[src/rtl/fifo_pop_ctrl_pkg.sv]
// rtl/fifo_pop_ctrl_pkg.sv - shared state encoding and skid depth for the FIFO read-side controller
package fifo_pop_ctrl_pkg;

  typedef enum logic [1:0] {
    ST_IDLE   = 2'd0,
    ST_ACTIVE = 2'd1,
    ST_DRAIN  = 2'd2
  } state_e;

  localparam int SKID_DEPTH = 2;

endpackage

[src/rtl/fifo_pop_ctrl_pop_skid_buf.sv]
// rtl/fifo_pop_ctrl_pop_skid_buf.sv - 2-entry FIFO-order output skid buffer (module pop_skid_buf)
module pop_skid_buf
  import fifo_pop_ctrl_pkg::*;
#(
  parameter int DATA_WIDTH = 4
) (
  input  logic                  clk,
  input  logic                  rst,
  input  logic                  in_valid_i,
  input  logic [DATA_WIDTH-1:0] in_data_i,
  output logic                  in_ready_o,
  output logic                  out_valid_o,
  output logic [DATA_WIDTH-1:0] out_data_o,
  input  logic                  out_ready_i,
  output logic [1:0]            count_o
);

  logic [DATA_WIDTH-1:0] mem_q [SKID_DEPTH];
  logic                  head_q;
  logic [1:0]            count_q;
  logic                  push;
  logic                  pop;
  logic                  wr_idx;

  assign in_ready_o  = (count_q != 2'(SKID_DEPTH)) | out_ready_i;
  assign out_valid_o = (count_q != 2'd0);
  assign out_data_o  = mem_q[head_q];
  assign count_o     = count_q;
  assign push        = in_valid_i & in_ready_o;
  assign pop         = out_valid_o & out_ready_i;
  // Tail slot; when full with a same-cycle pop, it is the head slot being freed.
  assign wr_idx      = head_q ^ count_q[0];

  always_ff @(posedge clk or posedge rst) begin
    if (rst) begin
      mem_q[0] <= '0;
      mem_q[1] <= '0;
      head_q   <= 1'b0;
      count_q  <= 2'd0;
    end else begin
      if (push) mem_q[wr_idx] <= in_data_i;
      if (pop) head_q <= ~head_q;
      count_q <= count_q + 2'(push) - 2'(pop);
    end
  end

endmodule

[src/rtl/fifo_pop_ctrl.sv]
// rtl/fifo_pop_ctrl.sv - FIFO read-side controller; optional FIFO_POP_CTRL_WATERMARK_EN gates start on watermark
module fifo_pop_ctrl
  import fifo_pop_ctrl_pkg::*;
#(
  parameter int DATA_WIDTH = 4,
  parameter int CNT_WIDTH  = 8
) (
  input  logic                  clk,
  input  logic                  reset_L,
  input  logic                  enable,
  input  logic                  fifo_empty,
  input  logic                  fifo_almost_empty,
  input  logic                  fifo_almost_full,
  input  logic [DATA_WIDTH-1:0] fifo_data,
  output logic                  fifo_rd,
  output logic [DATA_WIDTH-1:0] out_data,
  output logic                  out_valid,
  input  logic                  out_ready,
  output logic                  busy,
  output logic [CNT_WIDTH-1:0]  pop_count
);

  state_e                state_q;
  logic                  inflight_q;
  logic [CNT_WIDTH-1:0]  pop_count_q;
  logic [1:0]            buf_cnt;
  logic                  pop;
  logic                  start;
  logic                  credit_ok;
  logic                  unused_skid_ready;

`ifdef FIFO_POP_CTRL_WATERMARK_EN
  assign start = enable & ~fifo_empty & (~fifo_almost_empty | fifo_almost_full);
`else
  logic unused_flags;
  assign unused_flags = fifo_almost_empty ^ fifo_almost_full;
  assign start = enable & ~fifo_empty;
`endif

  assign pop       = out_valid & out_ready;
  // Buffered plus in-flight words, less this cycle's pop, must leave room for one more.
  assign credit_ok = (3'(buf_cnt) + 3'(inflight_q)) <= (3'(pop) + 3'd1);
  assign fifo_rd   = (state_q == ST_ACTIVE) & enable & ~fifo_empty & credit_ok;
  assign busy      = (state_q != ST_IDLE);
  assign pop_count = pop_count_q;

  pop_skid_buf #(
    .DATA_WIDTH(DATA_WIDTH)
  ) u_skid (
    .clk         (clk),
    .rst         (reset_L),
    .in_valid_i  (inflight_q),
    .in_data_i   (fifo_data),
    .in_ready_o  (unused_skid_ready),
    .out_valid_o (out_valid),
    .out_data_o  (out_data),
    .out_ready_i (out_ready),
    .count_o     (buf_cnt)
  );

  always_ff @(posedge clk or posedge reset_L) begin
    if (reset_L) begin
      state_q     <= ST_IDLE;
      inflight_q  <= 1'b0;
      pop_count_q <= '0;
    end else begin
      inflight_q <= fifo_rd;
      if (pop) pop_count_q <= pop_count_q + CNT_WIDTH'(1);
      case (state_q)
        ST_IDLE:   if (start) state_q <= ST_ACTIVE;
        ST_ACTIVE: if (!enable || (fifo_empty && !fifo_rd)) state_q <= ST_DRAIN;
        ST_DRAIN:  if (!inflight_q && buf_cnt == 2'd0) state_q <= start ? ST_ACTIVE : ST_IDLE;
        default:   state_q <= ST_IDLE;
      endcase
    end
  end

endmodule

[config.mk]
export PLATFORM = sky130hd
export DESIGN_NAME = fifo_pop_ctrl
export DESIGN_NICKNAME = d
export VERILOG_FILES = /design/src/rtl/fifo_pop_ctrl_pkg.sv /design/src/rtl/fifo_pop_ctrl_pop_skid_buf.sv /design/src/rtl/fifo_pop_ctrl.sv
export SDC_FILE = /design/constraint.sdc
export NUM_CORES = 1
export LEC_CHECK = 0
export CORE_MARGIN = 8
export CORE_UTILIZATION = 40
export CTS_BUF_LIST = sky130_fd_sc_hd__clkbuf_16
export DETAILED_ROUTE_END_ITERATION = 6
export PLACE_DENSITY = 0.66
export SLEW_MARGIN = 0
export SYNTH_ARGS = -nofsm -noshare
export SYNTH_HDL_FRONTEND = slang
export SYNTH_SLANG_ARGS = --single-unit
[constraint.sdc]
create_clock -name clk -period 2.9 [get_ports clk]
set_input_delay 0.58 -clock clk [delete_from_list [all_inputs] [get_ports clk]]
set_output_delay 0.58 -clock clk [all_outputs]
set_load 0.02 [all_outputs]
==> flow_summary_export.csv, run 1 <==
group,metric,value,unit
outcome,outcome,"complete, no violations",
place,routabilityCongestion,0.826,
floorplanning,fp.dieArea,5290,sq um
power,pwr_density_cell,716,nW/um^2
floorplanning,initial_core_utilization,42.2,%
sta,final.setup_skew,1.29,ps
global_route,aggregate_global_routing_overflow,0,
worst_setup_path,required_time_worst_endpoint,2320,ps
worst_setup_path,worstPathMaxFanout,2,
yosys,netlist_top_cells_area,"sky130_fd_sc_hd__dfrtp_1 43%, sky130_fd_sc_hd__nor2b_1 5.3%, sky130_fd_sc_hd__o211ai_1 5.2%, sky130_fd_sc_hd__ha_1 4.9%, sky130_fd_sc_hd__mux2_2 4.4%",
worst_setup_path,start_kind,"input pin",
yosys,primary_flip_flop_cell_chosen_by_synthesis_mapping,"sky130_fd_sc_hd__dfrtp_1",
yosys,seq_area_frac_synth,42.7,%
detailed_routing,antenna_violating_nets_post_route,0,
floorplanning,placeableCoreArea,3050,sq um
clock_network,worst_setup_hold_path_clk_slew,60,ps
yosys,synth_async_sr_flop_share,100,%
finish,drive_above_1_share,12.3,%
sta,post-route-period-util,95.0,%
clock_network,cts_setup_buffers,0,
global_route,grt_pass1_vias,1038,
run,drv_cap,0,
worst_hold_path,hold_path_startpoint,"pop_count[7]",
floorplanning,die_width,72.8,um
floorplanning,floorplan.io_pins,26,
yosys,synthDominantCellAreaShare,42.7,%
clock_network,clkSinkCount,22,
detailed_routing,post_drt_via_cell_ratio,5.27,
sta,worst_pin_slew,818,ps
yosys,synth_seq_cells,22,
sta,rsz0062_at_grt,"no",
sta,final-max-slew-violation-count,0,
place,place.port_buffers,23,
detailed_routing,detail_route.drc_violations,0,
yosys,synth-xor-area-share,6.12,%
sta,maxSlewHeadroom,45.4,%
yosys,netlist.top_cell.by_area,"sky130_fd_sc_hd__dfrtp_1",
yosys,synth_cells,131,
worst_setup_path,worstSetupStartpoint,"out_ready",
clock_network,clock_latency,260,ps
yosys,syn_area,1290,sq um
sta,fmax,363,MHz
power,worst_ir_drop_vdd,0.357,mV
worst_hold_path,hold_crit_path_type,"reg -> reg",
clock_network,cts_buffers,3,
yosys,synth_warnings,0,
yosys,yosys.area_share.adder,5.73,%
worst_setup_path,arrival,2170,ps
yosys,synth_edf_count,0,
global_route,grt_usage,11.2,%
finish,num-nets-final,172,
detailed_routing,routed-via-count,1048,
clock_network,cts-root-buf,"sky130_fd_sc_hd__clkbuf_16",
yosys,netlist-cell-type-count,31,
yosys,synth_mux_area_share,4.37,%
floorplanning,rows,20,
yosys,synth.cells.most_frequent,"22 x sky130_fd_sc_hd__dfrtp_1, 11 x sky130_fd_sc_hd__nor2b_1, 9 x sky130_fd_sc_hd__nand3_1, 9 x sky130_fd_sc_hd__nand4_1, 9 x sky130_fd_sc_hd__o211ai_1",
yosys,yosysMostFrequentCell,"sky130_fd_sc_hd__dfrtp_1",
sta,finalHoldViolCount,0,
yosys,main_combinational_cell_family_by_area_after_synthesis,"simple AND/OR/NAND/NOR gates",
power,p_leak,0.665,nW
sta,final_period_minus_worst_setup_slack,2750,ps
finish,antenna-diode-count,0,
yosys,syn_area_per_cell,9.84,sq um
global_route,grt_antenna_before_repair,0,
finish,finalNonFillerCells,199,
global_route,grt_start_max_net_pins,27,
sta,hold-worst-slack,467,ps
place,placed_cells,195,
clock_network,cts_tree,"yes",
yosys,synth.net_count,147,
detailed_routing,detailedRoute.firstIterationViolations,63,
worst_setup_path,setup.worst_path.class,"in -> out",
detailed_routing,wire_per_inst,13.8,um
clock_network,max-clock-path-buffers,2,
clock_network,h-tree-depth,1,
clock_network,post_cts_hold_buffer_count,0,
floorplanning,die-height,72.8,um
yosys,synth_compound_gate_area_share,13.0,%
yosys,synth_simple_gate_area_share,23.2,%
finish,synthToLayoutAreaGrowth,29.1,%
detailed_routing,first_pass_iters,4,
worst_setup_path,end_kind,"output port",
finish,fillCellCount,308,
global_route,grt_first_pass_wirelength,4770,um
sta,setup_violations,0,
worst_setup_path,regToRegStartpoint,"inflight_q",
detailed_routing,finalWirelength,2760,um
place,detailedPlacementHpwl,1990,um
[registers in the layout, summed over array words and instances (netlist names)]
name / cells
inflight_q: 1
state_q: 2
u_skid.count_o: 2
u_skid.mem_q: 8
u_skid.head_q: 1
pop_count: 8
[routing by layer]
layer	part of all wire, %	vias up	track usage [%]
met5	0	-	0
met4	1.9	0	4.67
met3	7.4	5	4.12
met2	44	26	18.2
met1	46	490	13.0
li1	-	527	-
[power breakdown]
part | switching (W) | total, W | internal, W
registers | 0.0000707 | 0.000429 | 0.000358
logic | 0.000183 | 0.000376 | 0.000193
clock network | 0.000113 | 0.000387 | 0.000274
total | 0.000366 | 0.00119 | 0.000825
[metrics by stage]
step	utilization (%)	area [sq um]	TNS [ps]	power (W)	setup WS, ps
3_3_place_gp	51.2	1560	-300	0.000808	-300
3_5_place_dp	51.2	1560	-282	0.000811	-282
4_1_cts	54.7	1670	0	0.00121	7.65
6_report	54.5	1660	0	0.00119	146
2_1_floorplan	-	1290	0	0.000673	471
5_1_grt	54.5	1660	0	0.00127	60.5
[worst paths after layout]
path                       depth (start not counted)  slack [ps]              end
max reg2reg                                        7        1210       inflight_q
min                                                1         470     pop_count[7]
max                                                7         150          fifo_rd
max in group asynchronous                          2        1610  u_skid.mem_q[7]
min in group asynchronous                          2         790     pop_count[5]
min reg2reg                                        1         470     pop_count[7]
[placed cells by master, fill, tap and decap left out, types with 2 or more instances in the layout]
cell,synthesis,final
sky130_fd_sc_hd__dfrtp_1,22,22
sky130_fd_sc_hd__clkdlybuf4s50_1,0,22
sky130_fd_sc_hd__nor2b_1,11,11
sky130_fd_sc_hd__nand4_1,9,9
sky130_fd_sc_hd__o211ai_1,9,9
sky130_fd_sc_hd__nand3_1,9,9
sky130_fd_sc_hd__a31oi_1,8,8
sky130_fd_sc_hd__nand2b_1,7,7
sky130_fd_sc_hd__nand2_1,7,7
sky130_fd_sc_hd__xnor2_1,6,6
sky130_fd_sc_hd__mux2_2,5,5
sky130_fd_sc_hd__ha_1,5,5
sky130_fd_sc_hd__buf_4,4,5
sky130_fd_sc_hd__inv_1,4,4
sky130_fd_sc_hd__nor2_1,3,3
sky130_fd_sc_hd__xor2_1,3,3
sky130_fd_sc_hd__clkbuf_16,0,3
sky130_fd_sc_hd__nor3_1,2,2
sky130_fd_sc_hd__a21oi_1,2,2
[final cells by class]
class | count | area (sq um) | area share (%)
repair buffers | 28 | 263 | 15.8
flip-flops and latches | 22 | 551 | 33.1
clock buffers | 3 | 75.1 | 4.51
multi-input cells | 97 | 676 | 40.6
clock inverters | 1 | 30.0 | 1.80
inverters | 4 | 15.0 | 0.902
well taps | 44 | 55.1 | 3.31
[critical path: stages]
cell and delay (ps):
sky130_fd_sc_hd__clkdlybuf4s50_1 490, sky130_fd_sc_hd__o21ai_2 70, sky130_fd_sc_hd__ha_1 280, sky130_fd_sc_hd__nor2_1 50
sky130_fd_sc_hd__maj3_2 310, sky130_fd_sc_hd__nor4_2 170, sky130_fd_sc_hd__clkbuf_2 220
[cell families after synthesis]
group	count (synthesis)
AO/OA/AOI/OAI	24
XOR/XNOR	9
adder cells (fa/ha/maj)	6
buffers and inverters	12
flip-flops	22
multiplexers	5
AND/OR/NAND/NOR	53
[timing repair]
action                                  CTS  global route
endpoints found under the setup margin    1             1
pin swaps                                 0             0
resized for setup                         2             2
Note: power is estimated with default switching activity, not from simulation.
==> run 2, diff against run 1 <==
--- a/config.mk
+++ b/config.mk
@@ -5,11 +5,13 @@
 export SDC_FILE = /design/constraint.sdc
 export NUM_CORES = 1
 export LEC_CHECK = 0
+export CAP_MARGIN = 10
 export CORE_MARGIN = 8
 export CORE_UTILIZATION = 40
 export CTS_BUF_LIST = sky130_fd_sc_hd__clkbuf_16
 export DETAILED_ROUTE_END_ITERATION = 6
-export PLACE_DENSITY = 0.66
+export DONT_BUFFER_PORTS = 1
+export PLACE_DENSITY = 0.55
 export SLEW_MARGIN = 0
 export SYNTH_ARGS = -nofsm -noshare
 export SYNTH_HDL_FRONTEND = slang
==> run 2 against run 1 <==
  * Critical path depth unchanged
  * Cell count down 13%
  * Total power down 7.9%
  * Cell area down 15%
  * Register-to-register slack worse by 270 ps
  * First-iteration DRC count down 29%
  * Maximum frequency up 0.82%
  * Sequential power up 9.8%
  * Die area unchanged
  * Worst setup slack better by 22 ps
  * Sequential share of layout area up 5.8 points
  * Utilization down 8.1 points
  * Critical path type is now reg -> out
  * Critical endpoint unchanged
==> flow_summary_export.csv, run 2 (same netlist as run 1, synthesis figures left out) <==
group,metric,value,unit
clock_network,cts_tree,"yes",
worst_setup_path,end_kind,"output port",
detailed_routing,antenna_violating_nets_post_route,0,
sta,finalHoldViolCount,0,
detailed_routing,first_pass_iters,4,
global_route,grt_start_max_net_pins,27,
clock_network,post_cts_hold_buffer_count,0,
finish,commonest_cells_after_routing_fill_and_taps_aside,"22 x sky130_fd_sc_hd__dfrtp_1, 11 x sky130_fd_sc_hd__nor2b_1, 9 x sky130_fd_sc_hd__nand4_1, 9 x sky130_fd_sc_hd__o211ai_1, 9 x sky130_fd_sc_hd__nand3_1",
worst_setup_path,worstPathMaxFanout,15,
clock_network,cts_buffers,3,
sta,worst_pin_slew,849,ps
floorplanning,floorplan.io_pins,26,
global_route,grt_usage,10.7,%
clock_network,cts_setup_buffers,0,
detailed_routing,wire_per_inst,15.6,um
sta,maxSlewHeadroom,43.3,%
floorplanning,die_width,72.8,um
finish,synthToLayoutAreaGrowth,9.90,%
floorplanning,fp.dieArea,5290,sq um
place,detailedPlacementHpwl,2100,um
outcome,outcome,"complete, no violations",
sta,fmax,366,MHz
sta,post-route-period-util,94.2,%
power,power.clock.fraction,34.9,%
power,p_leak,0.561,nW
run,drv_cap,0,
global_route,aggregate_global_routing_overflow,0,
worst_hold_path,hold_crit_path_type,"in -> async",
power,netSwitchingPower,0.000348,W
finish,fillCellCount,298,
finish,antenna-diode-count,0,
detailed_routing,post_drt_via_cell_ratio,5.58,
clock_network,clock_latency,250,ps
global_route,grt_antenna_before_repair,0,
global_route,grt_pass1_vias,955,
place,routabilityCongestion,0.756,
power,worst_ir_drop_vdd,0.439,mV
detailed_routing,detailedRoute.firstIterationViolations,45,
clock_network,post_cts_resize_count,0,
worst_setup_path,r2r_endpoint,"inflight_q",
power,combPwrFrac,22.2,%
clock_network,h-tree-depth,1,
clock_network,cts-root-buf,"sky130_fd_sc_hd__clkbuf_16",
global_route,grt_first_pass_wirelength,4440,um
floorplanning,placeableCoreArea,3050,sq um
floorplanning,rows,20,
finish,num-nets-final,146,
sta,hold-worst-slack,382,ps
place,place.port_buffers,0,
detailed_routing,routed-via-count,966,
power,p_int,0.000749,W
clock_network,clkSinkCount,22,
worst_setup_path,setup.worst_path.class,"reg -> out",
power,power_switching_share,31.7,%
sta,final_period_minus_worst_setup_slack,2730,ps
sta,rsz0062_at_grt,"no",
power,pwr-share-seq,42.9,%
sta,setup_violations,0,
sta,final-max-slew-violation-count,0,
worst_setup_path,required_time_worst_endpoint,2320,ps
floorplanning,initial_core_utilization,42.2,%
worst_setup_path,worst_r2r_path_depth,7,
worst_setup_path,arrival,2150,ps
floorplanning,die-height,72.8,um
worst_setup_path,r2r_setup_slack,940,ps
finish,most_frequent_standard_cell_in_the_layout_excluding_fill_and_tap_cells,"sky130_fd_sc_hd__dfrtp_1",
detailed_routing,detail_route.drc_violations,0,
sta,final.setup_skew,0.821,ps
power,pwr_density_cell,774,nW/um^2
sta,totalNegativeSetupSlack,0,ps
clock_network,max-clock-path-buffers,2,
worst_setup_path,regToRegStartpoint,"u_skid.count_o[0]",
finish,drive_above_1_share,11.6,%
detailed_routing,finalWirelength,2700,um
clock_network,worst_setup_hold_path_clk_slew,60,ps
worst_setup_path,start_kind,"flop",
## run 2: changes by cell type in the layout (fill, tap and decap cells not counted), sizes merged
| cell | before | now |
|---|---|---|
| clkdlybuf4s50 | 22 | 0 |
| clkbuf | 4 | 3 |
| buf | 5 | 2 |
## run 2: critical path, cell delays in order (launching register included)
cell                      delay, ps
sky130_fd_sc_hd__dfrtp_1        530
sky130_fd_sc_hd__ha_1           350
sky130_fd_sc_hd__inv_1           40
sky130_fd_sc_hd__ha_1           260
sky130_fd_sc_hd__nor2_1          40
sky130_fd_sc_hd__maj3_2         300
sky130_fd_sc_hd__nor4_2         170
sky130_fd_sc_hd__buf_4          200
## run 2: final cells by class
| cell class | count | area [sq um] | area share (%) |
|---|---|---|---|
| clock inverters | 1 | 30.0 | 2.12 |
| multi-input cells | 97 | 676 | 47.7 |
| well taps | 44 | 55.1 | 3.89 |
| flip-flops and latches | 22 | 551 | 38.9 |
| inverters | 4 | 15.0 | 1.06 |
| clock buffers | 3 | 75.1 | 5.30 |
| repair buffers | 2 | 15.0 | 1.06 |
## run 2: power by group through the flow
stage                     clock (W)  sequential [W]  combinational [W]
after floorplan                   0        0.000437           0.000236
after global placement            0        0.000474           0.000233
final                      0.000382        0.000471           0.000244
after detailed placement          0        0.000479           0.000246
after global routing       0.000403        0.000485           0.000273
after CTS                  0.000391        0.000473           0.000247
## run 2: how the worst max path moves through the flow
| stage | start | endpoint | slack, ps |
|---|---|---|---|
| 6_report | u_skid.count_o[0] | fifo_rd | 170 |
| 3_5_place_dp | u_skid.count_o[0] | fifo_rd | 440 |
| 5_1_grt | u_skid.count_o[0] | fifo_rd | 40 |
| 3_3_place_gp | u_skid.count_o[0] | fifo_rd | 510 |
| 4_1_cts | u_skid.count_o[0] | fifo_rd | 150 |
| 2_1_floorplan | out_ready | fifo_rd | 470 |
## run 2: through the flow
step | power [W] | cell area [sq um] | util (%) | worst slack, ps | instances
after global placement | 0.000707 | 1310 | 43.0 | 513 | 169
after floorplan | 0.000673 | 1290 | - | 471 | 131
after global routing | 0.00116 | 1420 | 46.4 | 36.5 | 173
after CTS | 0.00111 | 1420 | 46.4 | 155 | 173
final | 0.00110 | 1420 | 46.4 | 168 | 173
after detailed placement | 0.000725 | 1310 | 43.0 | 436 | 169
## run 2: per-layer routing
layer  global-route usage (%)  routed length [um]  vias up
met5                        0                   0        -
met4                     6.22                  57        0
met3                     3.16                 145        8
met2                     17.5                1330       19
met1                     12.1                1170      465
li1                         -                   -      474
